===== src/rtl/fetch_pkg.sv =====
// Shared definitions for the instruction fetch stage: FSM state encoding, IR field positions, reset PC.
// Latency: n/a (types and constants only).
// Backpressure: n/a.
package fetch_pkg;

  // Fetch FSM states; S_FAULT is reachable only when the memory timeout is built in
  typedef enum logic [1:0] {
    S_IDLE  = 2'd0,
    S_REQ   = 2'd1,
    S_HOLD  = 2'd2,
    S_FAULT = 2'd3
  } fetch_state_e;

  // Instruction word layout: opcode in the top nibble, immediate in the low 12 bits
  localparam int OPCODE_MSB = 15;
  localparam int OPCODE_LSB = 12;
  localparam int IMM_W      = 12;

  // Address of the first fetch after reset
  localparam logic [15:0] RESET_PC = 16'h0000;

endpackage


===== src/rtl/fetch_timeout_counter.sv =====
// Wait-cycle counter for an outstanding fetch; tc flags the cycle in which the limit is reached.
// Latency: tc is combinational from the registered count and the enable/clear inputs.
// Backpressure: none; the caller decides what to do with tc.
module fetch_timeout_counter #(
  parameter int unsigned TERMINAL = 255
) (
  input  logic CLK,
  input  logic Reset,
  input  logic clear,
  input  logic enable,
  output logic tc
);

  localparam int CNT_W = (TERMINAL < 2) ? 1 : $clog2(TERMINAL + 1);

  logic [CNT_W-1:0] count;

  // Count enabled wait cycles; clear wins so a fresh request always starts from zero
  always_ff @(posedge CLK or posedge Reset) begin
    if (Reset) begin
      count <= '0;
    end else if (clear) begin
      count <= '0;
    end else if (enable) begin
      count <= count + 1'b1;
    end
  end

  // The cycle that would make the count equal TERMINAL is the terminal cycle
  assign tc = enable && !clear && (count == CNT_W'(TERMINAL - 1));

endmodule


===== src/rtl/instr_fetch_unit.sv =====
// Instruction fetch: holds the PC, fetches one word per req/ack handshake into the IR, supports redirects.
// Latency: ir_valid rises 1 cycle after mem_ack; best case 1 instruction per 2 cycles.
// Backpressure: IR held in S_HOLD until ir_ready; optional FETCH_TIMEOUT_EN adds a sticky memory-timeout fault.
module instr_fetch_unit #(
  parameter int ADDR_W         = 16,
  parameter int DATA_W         = 16,
  parameter int IMM_W          = 12,
  parameter int TIMEOUT_CYCLES = 255
) (
  input  logic              CLK,
  input  logic              Reset,
  output logic              mem_req,
  output logic [ADDR_W-1:0] mem_addr,
  input  logic [DATA_W-1:0] mem_rdata,
  input  logic              mem_ack,
  input  logic              redirect,
  input  logic [ADDR_W-1:0] redirect_addr,
  output logic              ir_valid,
  input  logic              ir_ready,
  output logic [3:0]        opcode,
  output logic [IMM_W-1:0]  imm,
  output logic [ADDR_W-1:0] ir_pc,
  output logic              fetch_fault
);

  import fetch_pkg::*;

  logic [1:0]        state;
  logic [1:0]        state_nxt;
  logic [ADDR_W-1:0] pc;
  logic [DATA_W-1:0] ir;
  logic              take;
  logic              timeout_hit;

  // An ack only counts when no redirect is competing for the same cycle
  assign take = (state == S_REQ) && mem_ack && !redirect;

  // Next-state logic; redirect overrides everything except the fault trap
  always_comb begin
    state_nxt = state;
    case (state)
      S_IDLE:  state_nxt = S_REQ;
      S_REQ: begin
        if (mem_ack)          state_nxt = S_HOLD;
        else if (timeout_hit) state_nxt = S_FAULT;
      end
      S_HOLD:  if (ir_ready) state_nxt = S_REQ;
      S_FAULT: state_nxt = S_FAULT;
      default: state_nxt = S_IDLE;
    endcase
    if (redirect && (state != S_FAULT)) state_nxt = S_REQ;
  end

  // State register
  always_ff @(posedge CLK or posedge Reset) begin
    if (Reset) state <= S_IDLE;
    else       state <= state_nxt;
  end

  // PC: redirect loads the target, an accepted ack advances (wrapping at the top of memory)
  always_ff @(posedge CLK or posedge Reset) begin
    if (Reset) begin
      pc <= ADDR_W'(RESET_PC);
    end else if (redirect && (state != S_FAULT)) begin
      pc <= redirect_addr;
    end else if (take) begin
      pc <= pc + 1'b1;
    end
  end

  // IR and its fetch address change only on an accepted ack, so they stay stable while held
  always_ff @(posedge CLK or posedge Reset) begin
    if (Reset) begin
      ir    <= '0;
      ir_pc <= '0;
    end else if (take) begin
      ir    <= mem_rdata;
      ir_pc <= pc;
    end
  end

  assign mem_req  = (state == S_REQ);
  assign mem_addr = pc;
  assign ir_valid = (state == S_HOLD);
  assign opcode   = ir[OPCODE_MSB:OPCODE_LSB];
  assign imm      = ir[IMM_W-1:0];

`ifdef FETCH_TIMEOUT_EN
  logic to_clear;
  logic to_enable;

  // Counter restarts whenever we are not waiting, or the wait ends by ack or redirect
  assign to_clear  = (state != S_REQ) || mem_ack || redirect;
  assign to_enable = (state == S_REQ);

  fetch_timeout_counter #(
    .TERMINAL (TIMEOUT_CYCLES)
  ) u_timeout (
    .CLK    (CLK),
    .Reset  (Reset),
    .clear  (to_clear),
    .enable (to_enable),
    .tc     (timeout_hit)
  );

  // Sticky fault flag; only reset clears it
  always_ff @(posedge CLK or posedge Reset) begin
    if (Reset)                                  fetch_fault <= 1'b0;
    else if ((state == S_REQ) && timeout_hit)   fetch_fault <= 1'b1;
  end
`else
  assign timeout_hit = 1'b0;
  // Without the timeout the fault output is inert; the parameter is kept for a uniform interface
  assign fetch_fault = 1'b0 && (TIMEOUT_CYCLES != 0);
`endif

endmodule

===== config.mk =====
export PLATFORM = sky130hd
export DESIGN_NAME = instr_fetch_unit
export DESIGN_NICKNAME = d
export VERILOG_FILES = /design/src/rtl/fetch_pkg.sv /design/src/rtl/fetch_timeout_counter.sv /design/src/rtl/instr_fetch_unit.sv
export SDC_FILE = /design/constraint.sdc
export NUM_CORES = 1
export LEC_CHECK = 0
export BUFFER_PORTS_ARGS = -buffer_cell sky130_fd_sc_hd__buf_2
export CORE_MARGIN = 10
export CORE_UTILIZATION = 44
export CTS_BUF_LIST = sky130_fd_sc_hd__clkbuf_4
export CTS_CLUSTER_SIZE = 28
export DETAILED_ROUTE_END_ITERATION = 6
export PLACE_DENSITY = 0.81
export SYNTH_ARGS = -nofsm -noshare
export SYNTH_HDL_FRONTEND = slang
export SYNTH_SLANG_ARGS = --single-unit

===== constraint.sdc =====
create_clock -name CLK -period 1.5 [get_ports CLK]
set_input_delay 0.225 -clock CLK [delete_from_list [all_inputs] [get_ports CLK]]
set_output_delay 0.225 -clock CLK [all_outputs]
set_load 0.005 [all_outputs]

==> reports/results.ini <==
[yosys]
yosys-mux-area-fraction_pct=0.448
synth_seq_cells=50
synth_area_sq_mm=0.00223
syn-num-nets=286
seq_area_frac_synth_pct=56.1
synth_top_area_share_pct=56.1
synth_fa_ha_area_share_pct=0.561
synth_compound_area_share_pct=8.41
synth_top_area_cell=dfrtp_1
yosys-top-cells-area=dfrtp_1, nand2_1, o21ai_0
synth_xor_area_share_pct=2.35
ys_warn_count=0
netlist_instances=248
synth_cell_types=40
yosys.area_share.simple_pct=29.0
avgSynthCellArea_sq_um=9.00
synth_top_family_by_area=simple AND/OR/NAND/NOR gates

[placed_design]
portBuffers=86
place_hpwl_mm=4.94
place_inst=423
pre_cts_ws_ns=-0.0763
routabilityCongestion=0.911

[power_and_ir_drop]
irDropWorstVdd_uv=808
leakagePower_nw=1.70
powerDensity_mw_per_mm2=1630
total_power_w=0.00534

[timing]
setup_viol=8
hold_ws_ns=0.0374
worst_clock_skew_ns=0.0105
fmax_ghz=0.639
min_period_ns=1.57
period_share_pct=104
setup_ws_ns=-0.0661
hold_viol_final=0
rsz0062_at_grt=yes
slew_viol_final=0

[final_layout]
fill_cells=392
multi_input_area_sq_mm=0.00105
ff_latch_area_sq_mm=0.00125
num-nets-final=411
layout-area-overhead-vs-synth_pct=46.4
layout-drive-gt1-share_pct=43.6
post_layout_nonfiller_instances=441
diodes=0

[route]
wl_per_cell_microns=15.9
drt_iter0_drc=154
wirelength_mm=7.01
drtAntennaViolNets=0
vias=2299
drc=0
via_per_inst=5.21
dr.pass1.iters=4

[setup_path]
cp_max_fo=4
cp.required_ns=1.80
crit_chain=and4_2, nand4_4, or4_1, a31oi_1
worstSetupStartpointType=register
crit_slowest_cell=dfrtp_1
slowest_delay_ns=0.46
critical_path_arrival_ns=1.87
path_class=register to register
worst_setup_path_end_kind=register

[cts]
clock_path_buffers=2
clock_sinks=50
tritoncts=done
cts_inserted_buffers=5
cts_root_buf=clkbuf_4
cts.clk_slew.worst_paths_ns=0.14
clock_latency_ns=0.36
h-tree-depth=2

[die]
initial_utilization_pct=46.3
pin_count=88
die_h_microns=91.2
rows=25
die_w_microns=91.2
fp.dieArea_sq_mm=0.00832
core_sq_mm=0.00482

[run_status]
failed_checks=setup timing
status=complete, but fails checks

[flow_run]
max_cap_violations=0

[global_route]
antenna_found_initial=0
grt_overflow=0
grt_max_degree=37
grtUsageTotal_pct=15.2
grt_pass1_vias=2120
grt_pass1_wl_mm=10.5

[worst_hold_path]
hold_class=input port to register

==> per-stage QoR <==
step / utilization, % / setup TNS, ns / cell area, sq um
2_1_floorplan: - / -0.00721 / 2240
3_3_place_gp: 61.8 / -0.0458 / 2980
3_5_place_dp: 61.8 / -0.328 / 2980
4_1_cts: 65.0 / -0.140 / 3130
5_1_grt: 67.8 / -1.05 / 3270
6_report: 67.8 / -0.286 / 3270
==> flip-flops by register name, indices dropped and copies added, names as in the netlist <==
| name | cells |
|---|---|
| ir | 16 |
| mem_addr | 16 |
| state | 2 |
| ir_pc | 16 |
==> critical path, delay by kind of cell, from the launching register on <==
kind / cells / cell delay (ns)
AO/OA/AOI/OAI: 1 / 0.17
AND/OR/NAND/NOR: 3 / 0.88
flip-flops: 1 / 0.46
==> logic make-up after synthesis <==
logic type | after synthesis
muxes | 1
xor gates and xnor gates | 6
buffers and inverters | 16
DFF | 50
adders and majority gates | 1
other | 1
AOI/OAI and AO/OA | 27
and+or+nand+nor | 146
==> synthesized netlist by cell type (all sizes together) <==
cell type  instances
nand2            105
dfrtp             50
nor2              11
o21ai              9
clkbuf             7
nand4              6
buf                5
xnor2              5
inv                4
a211oi             3
and4               3
nand3              3
nor2b              3
nor4               3
a21oi              2
a311oi             2
a31oi              2
nand2b             2
o221a              2
o311ai             2
o31ai              2
or4                2
a21boi             1
a221o              1
a22oi              1
and2               1
and3               1
and4bb             1
conb               1
ha                 1
mux2i              1
nand3b             1
nand4bb            1
nor3               1
nor3b              1
or2                1
xor2               1
==> placed cells by master, fill, tap and decap left out, types with 2 or more instances in the layout <==
cell type,n
nand2_1,102
buf_2,85
dfrtp_1,48
buf_4,34
nor2_1,9
buf_6,8
o21ai_0,6
clkbuf_4,6
nand4_1,5
xnor2_1,4
nand2_2,3
inv_1,3
nor2b_1,3
o21ai_1,3
nand2b_1,2
nand3_1,2
o221a_2,2
a311oi_1,2
and4_1,2
a211oi_1,2
o31ai_1,2
a31oi_1,2
a21oi_1,2
nor4_2,2
dfrtp_2,2
==> where the power goes <==
group | total, W | internal, W | switching, W
Clock | 0.000603 | 0.000195 | 0.000408
Sequential | 0.00239 | 0.00196 | 0.000431
Combinational | 0.00235 | 0.00120 | 0.00115
==> layout make-up <==
class                   count  share of cell area [%]
inverters                   4                   0.459
multi-input cells         182                    32.0
clock buffers               6                    1.38
well taps                  67                    2.57
clock inverters             2                   0.268
flip-flops and latches     50                    38.4
repair buffers            130                    25.0
==> path summary, 6_finish.rpt <==
| path | start | end | slack, ns | depth (start not counted) |
|---|---|---|---|---|
| setup / recovery | mem_addr[2] | mem_addr[11] | -0.07 | 4 |
| hold / removal | mem_rdata[15] | ir[15] | 0.04 | 3 |
| setup reg to reg | mem_addr[2] | mem_addr[11] | -0.07 | 4 |
| hold reg to reg | ir_pc[4] | ir_pc[4] | 0.48 | 2 |
| max in group asynchronous | Reset | state[0] | 0.63 | 4 |
| min in group asynchronous | Reset | ir_pc[7] | 0.36 | 3 |
==> what timing repair did <==
action	CTS	global route
endpoints found under the setup margin	10	25
setup buffers	4	5
hold endpoints to repair	14	0
pin swaps	4	8
resized for setup	14	27
hold buffers	1	0
==> per-layer routing <==
metal | vias up | track usage [%] | share of wire [%]
li1 | 1074 | - | -
met1 | 1087 | 17.7 | 38
met2 | 109 | 25.7 | 49
met3 | 29 | 4.94 | 8.1
met4 | 0 | 5.09 | 4.5
met5 | - | 0 | 0
Power figures use the tool's default switching activity.
